[config.mk]
export PLATFORM = sky130hd
export DESIGN_NAME = xor_parity_acc
export DESIGN_NICKNAME = d
export VERILOG_FILES = /design/src/rtl/xor_parity_pkg.sv /design/src/rtl/xor_reduce.sv /design/src/rtl/xor_parity_acc.sv
export SDC_FILE = /design/constraint.sdc
export NUM_CORES = 1
export LEC_CHECK = 0
export CAP_MARGIN = 30
export CORE_ASPECT_RATIO = 0.9
export CORE_UTILIZATION = 30
export CTS_BUF_LIST = sky130_fd_sc_hd__clkbuf_16
export CTS_CLUSTER_DIAMETER = 150
export DETAILED_ROUTE_END_ITERATION = 7
export MAX_ROUTING_LAYER = met4
export PLACE_DENSITY = 0.54
export SLEW_MARGIN = 15
export SYNTH_ARGS = -nofsm -noshare
export SYNTH_HDL_FRONTEND = slang
export SYNTH_SLANG_ARGS = --single-unit
[constraint.sdc]
create_clock -name clk -period 1.5 [get_ports clk]
set_input_delay 0.375 -clock clk [delete_from_list [all_inputs] [get_ports clk]]
set_output_delay 0.375 -clock clk [all_outputs]
set_load 0.02 [all_outputs]
[src/rtl/xor_parity_pkg.sv]
// Shared definitions for xor_parity_acc: FSM state encoding and counter sizing.
// The optional expected-parity check is enabled with XOR_PARITY_ERRCHK_EN.
package xor_parity_pkg;

  typedef enum logic [1:0] {
    IDLE  = 2'd0,
    ACCUM = 2'd1,
    DONE  = 2'd2
  } state_e;

  // Bits needed to hold a word count from 0 up to and including frame_len.
  function automatic int cnt_width(input int frame_len);
    int w;
    w = 1;
    for (int i = 1; i < 31; i++) begin
      if ((32'sd1 <<< i) < (frame_len + 32'sd1)) begin
        w = i + 1;
      end else begin
        w = w;
      end
    end
    return w;
  endfunction

endpackage

[src/rtl/xor_reduce.sv]
// XOR-reduction of a W-bit vector; yields the even-parity bit of the vector.
module xor_reduce #(
  parameter int W = 8
) (
  input  logic [W-1:0] vec,
  output logic         par
);

  assign par = ^vec;

endmodule

[src/rtl/xor_parity_acc.sv]
// Folds FRAME_LEN words into one XOR word plus parity and hands it off over valid/ready.
// Define XOR_PARITY_ERRCHK_EN to add the in_exp / out_err expected-parity check.
module xor_parity_acc
  import xor_parity_pkg::*;
#(
  parameter int DATA_W    = 8,
  parameter int FRAME_LEN = 4
) (
  input  logic              clk,
  input  logic              rst,
  input  logic              in_valid,
  output logic              in_ready,
  input  logic [DATA_W-1:0] in_data,
  output logic              out_valid,
  input  logic              out_ready,
  output logic [DATA_W-1:0] out_word,
  output logic              out_parity
`ifdef XOR_PARITY_ERRCHK_EN
  ,
  input  logic              in_exp,
  output logic              out_err
`endif
);

  localparam int              CNT_W    = cnt_width(FRAME_LEN);
  localparam logic [CNT_W-1:0] LAST_CNT = CNT_W'(FRAME_LEN - 1);
  localparam logic [CNT_W-1:0] CNT_ONE  = CNT_W'(1);

  state_e              state_r;
  logic [DATA_W-1:0]   acc_r;
  logic [CNT_W-1:0]    cnt_r;
  logic                in_ready_r;
  logic                out_valid_r;
  logic [DATA_W-1:0]   out_word_r;
  logic                out_parity_r;

  logic                take_s;
  logic                last_s;
  logic                drain_s;
  logic [DATA_W-1:0]   next_acc_s;
  logic                next_par_s;

  assign take_s     = in_valid & in_ready_r;
  assign last_s     = take_s & (cnt_r == LAST_CNT);
  assign drain_s    = out_valid_r & out_ready;
  assign next_acc_s = acc_r ^ in_data;

  // Parity of the word about to be latched, so out_parity is registered with out_word.
  xor_reduce #(
    .W (DATA_W)
  ) u_xor_reduce (
    .vec (next_acc_s),
    .par (next_par_s)
  );

  // Frame FSM with accumulator, word counter and registered handshake/result outputs.
  always_ff @(posedge clk or posedge rst) begin
    if (rst) begin
      state_r      <= IDLE;
      acc_r        <= '0;
      cnt_r        <= '0;
      in_ready_r   <= 1'b1;
      out_valid_r  <= 1'b0;
      out_word_r   <= '0;
      out_parity_r <= 1'b0;
    end else begin
      case (state_r)
        IDLE, ACCUM: begin
          if (last_s) begin
            state_r      <= DONE;
            acc_r        <= next_acc_s;
            cnt_r        <= cnt_r + CNT_ONE;
            in_ready_r   <= 1'b0;
            out_valid_r  <= 1'b1;
            out_word_r   <= next_acc_s;
            out_parity_r <= next_par_s;
          end else if (take_s) begin
            state_r <= ACCUM;
            acc_r   <= next_acc_s;
            cnt_r   <= cnt_r + CNT_ONE;
          end else begin
            state_r <= state_r;
          end
        end
        DONE: begin
          // in_ready stays low through the handoff cycle, giving the inter-frame bubble.
          if (drain_s) begin
            state_r      <= IDLE;
            acc_r        <= '0;
            cnt_r        <= '0;
            in_ready_r   <= 1'b1;
            out_valid_r  <= 1'b0;
            out_word_r   <= '0;
            out_parity_r <= 1'b0;
          end else begin
            state_r <= DONE;
          end
        end
        default: begin
          state_r      <= IDLE;
          acc_r        <= '0;
          cnt_r        <= '0;
          in_ready_r   <= 1'b1;
          out_valid_r  <= 1'b0;
          out_word_r   <= '0;
          out_parity_r <= 1'b0;
        end
      endcase
    end
  end

`ifdef XOR_PARITY_ERRCHK_EN
  logic out_err_r;

  // Compare the final parity with in_exp sampled alongside the last word of the frame.
  always_ff @(posedge clk or posedge rst) begin
    if (rst) begin
      out_err_r <= 1'b0;
    end else if (state_r != DONE && last_s) begin
      out_err_r <= next_par_s ^ in_exp;
    end else if (state_r == DONE && drain_s) begin
      out_err_r <= 1'b0;
    end else begin
      out_err_r <= out_err_r;
    end
  end

  assign out_err = out_err_r;
`endif

  assign in_ready   = in_ready_r;
  assign out_valid  = out_valid_r;
  assign out_word   = out_word_r;
  assign out_parity = out_parity_r;

endmodule

==> impl_results.md <==
* Termination of the worst setup path: out_word[0]$_DFFE_PP0P_
* Final max-slew violation count at 0
* Clock Tree Root: clkbuf_16
* GPL Wtd Cong at 0.7046
* Total I/O pin count at 23
* Terminus of the critical flop-to-flop path: out_word[7]$_DFFE_PP0P_
* Clock insertion delay at the later pin of the skew report at around 0.25 ns
* First-pass GRT wire length at ~4400 um
* Routed wire length at roughly 2700 um
* Count of nets after finishing at 180
* Layout cells sized above 1 at a little under a third
* Placed instance area at ~1600 sq um
* Residual DRC count at 0
* CTS tree: built
* Final Hold Slack at 0.4489 ns
* Count of vias placed by the detailed router at just under 1000
* Dominant cell type by area after synthesis: dfrtp_1
* Clock slew at the register clock pins of the worst setup and hold paths at 0.06 ns
* Reg-to-Reg Start: in_ready$_DFFE_PP1P_
* Leftover overflow at the end of global routing at 0
* Die Span Y at about 60 um
* Post-synth net total at 132
* Share of the synthesized area in the top cell type at 51.28%
* CTS H-tree depth at 1
* Worst-path fanout max at 7
* Number of global-route vias before repair at between 900 and 1000
* Post-synthesis instance total at approximately 120
* Total of endpoints with negative setup slack in the final report at 0
* Kind of capture point of the worst setup path: flip-flop
* Result of the run: finished, final reports clean
* Maximum ir drop on the vdd rail at a little over 0.0007 V
* Clock net sink count at 24
* Asr flop ratio synth at 100.0%
* Top_reg_cell synth: dfrtp_1
* Top cells by instance count after synthesis: 24 x nand2_1, 23 x dfrtp_1, 23 x o21ai_0, 15 x xnor2_1, 9 x nor2_1
* Power per unit of standard cell area at between 700 and 800 nW/um^2
* Launching instance or port of the critical path: out_ready
* Transition time of the tightest slew-check pin at approximately 0.28 ns
* Antenna-violating nets left at 0
* Post-synthesis instance area at ~1100 sq um
* Number of buffers inserted during clock tree synthesis at 3
* Type of the worst setup path: in2reg
* CTS max path bufs at 2
* Synth-to-Final Area Change at 59.75%
* Setup repair after global routing missed its margin: yes
* Full die area at roughly 4000 sq um
* Number of unique standard cell types used by synthesis at 20
* Flip-flop and latch count after synthesis at 24
* Max-capacitance violation count at 0
* Port Buf Inserts at 22
* Slew margin rel. at a little over 80%
* Worst Path Arrival at approximately 1.7 ns
* Required time of the critical path at about 1.7 ns
* Clock period minus worst slack at about 1.5 ns
* Setup skew after layout at roughly 0.0033 ns
* Setup crit start kind: primary input
* Avg Synthesized Cell Area at between 9 and 10 sq um
* Static leakage at between 0.9 and 1 nW
* Worst Hold Class: in2async
* Path depth of the worst reg2reg path at 7
* Final hold violation count at 0
* Core area at about 3500 sq um
* CTS Hold Buffers Added at 0
* Final setup slack of the worst path at approximately 0.016 ns
* Pin count of the biggest net entering global routing at 25
* DR iter-0 viols at 14
* Utilization of the core after routing at between 50% and 60%
* First-pass iteration count of the detailed router at 4
* Leading post-synthesis cells by cell area: dfrtp_1 51%, xnor2_1 12%, o21ai_0 10%, nand2_1 8.0%, nor2_1 3.0%
* Final routed wire length divided by cell count at between 10 and 15 um
* Starting Density at between 30% and 40%
* Sequential-to-total area share from yosys stat at between 50% and 60%
* Worst setup slack for register-to-register paths at ~0.13 ns
* Antenna violations before repair at 0
* Final worst-path cycle share at a little over nine tenths
* Via count normalized by instance count at roughly 4.7
* Total global routing track utilization at between 10% and 20%
* Final cell area excluding filler cells at ~1800 sq um
* Post-synth EDFFs at 0
* Yosys warns at 0
* Worst setup slack before clock tree synthesis at -0.3730 ns
* Die Wd at between 60 and 70 um
* DPL Wire Length at 1960 um
* # diodes at 0
* Most instantiated library cell after synthesis: nand2_1
* Highest attainable clock frequency at 0.6740 GHz
* Floorplan row count at 20
* Aggregate negative setup slack at 0 ns
## flip-flops by register name, summed over array words and instances (netlist names)
register    flops
out_valid       1
state_r         2
in_ready        1
out_word        8
acc_r           8
cnt_r           3
out_parity      1
## timing repair
| action | CTS | global route |
|---|---|---|
| gates cloned | 0 | 1 |
| pin swaps | 1 | 7 |
| gates resized for setup | 20 | 37 |
| setup endpoints to repair | 22 | 21 |
| setup buffers | 1 | 1 |
| endpoints found under the hold margin | 0 | 0 |
## worst max-delay path: stages
cell and delay (ns):
clkdlybuf4s50_1 0.42, a21oi_2 0.16, and2b_2 0.27, a21oi_2 0.14, buf_4 0.17, nand2_1 0.06, o21ai_1 0.07
## power by group
group | switching [W] | internal [W] | total (W)
clock | 0.000215 | 0.000356 | 0.000570
sequential | 0 | 0.000647 | 0.000647
combinational | 0.0000678 | 0.0000923 | 0.000160
## how the worst min path moves through the flow
| stage | endpoint | slack (ns) | depth (start not counted) |
|---|---|---|---|
| floorplan | acc_r[0]$_DFFE_PP0P_ | 0.39 | 1 |
| global placement | cnt_r[1]$_DFFE_PP0P_ | 0.45 | 2 |
| detailed placement | out_word[4]$_DFFE_PP0P_ | 0.48 | 2 |
| CTS | out_word[3]$_DFFE_PP0P_ | 0.47 | 3 |
| global route | acc_r[3]$_DFFE_PP0P_ | 0.47 | 3 |
| finish | acc_r[3]$_DFFE_PP0P_ | 0.45 | 3 |
## cell usage in the layout (no fill, tap or decap)
cell | synthesis | final
mux2_2 | 1 | 1
and2b_2 | 0 | 1
clkdlybuf4s50_1 | 0 | 7
clkbuf_2 | 0 | 1
dfstp_2 | 1 | 1
inv_1 | 4 | 5
dfrtp_1 | 23 | 23
dlymetal6s2s_1 | 0 | 4
o21ai_0 | 23 | 9
xnor2_2 | 0 | 14
a21oi_2 | 1 | 2
nand2_2 | 0 | 2
buf_4 | 0 | 21
nor2_1 | 9 | 7
buf_12 | 0 | 1
clkbuf_16 | 0 | 3
o21ai_1 | 1 | 15
ha_1 | 2 | 2
xnor2_1 | 15 | 1
nand3b_1 | 1 | 1
nor4_1 | 1 | 1
nand2_1 | 24 | 22
o21a_1 | 1 | 1
a311oi_1 | 1 | 1
dlygate4sd2_1 | 0 | 10
buf_6 | 0 | 3
a21oi_1 | 3 | 2
nor2_4 | 0 | 2
o31ai_1 | 2 | 2
## logic make-up after synthesis
| group | count (synthesis) | synth area share (%) |
|---|---|---|
| buffers and inverters | 8 | 2.898 |
| muxes | 1 | 1.003 |
| DFF | 24 | 53.62 |
| adders and majority gates | 2 | 2.229 |
| AOI/OAI and AO/OA | 32 | 15.61 |
| and+or+nand+nor | 36 | 12.93 |
| xor gates and xnor gates | 15 | 11.71 |
## layout make-up
type                    count  area, sq um
clock buffers               3        75.07
clock inverters             1        3.754
fillers                   333         1685
inverters                   4        15.01
multi-input cells          86        618.1
flip-flops and latches     24        601.8
well taps                  44        55.05
repair buffers             47        424.2
## metal layers
metal  part of all wire [%]  global-route usage [%]
met4                   0.52                   4.255
met2                     51                   27.11
met5                      0                       -
met1                     45                   17.53
met3                    3.5                   4.580
## per-stage QoR
stage | total power [W] | std cells
after floorplan | 0.0007187 | 118
after global placement | 0.0007860 | 202
final | 0.001378 | 209
after global routing | 0.001439 | 209
after detailed placement | 0.0007897 | 202
after CTS | 0.001371 | 207
No activity file was read; power rests on OpenSTA's default activity.
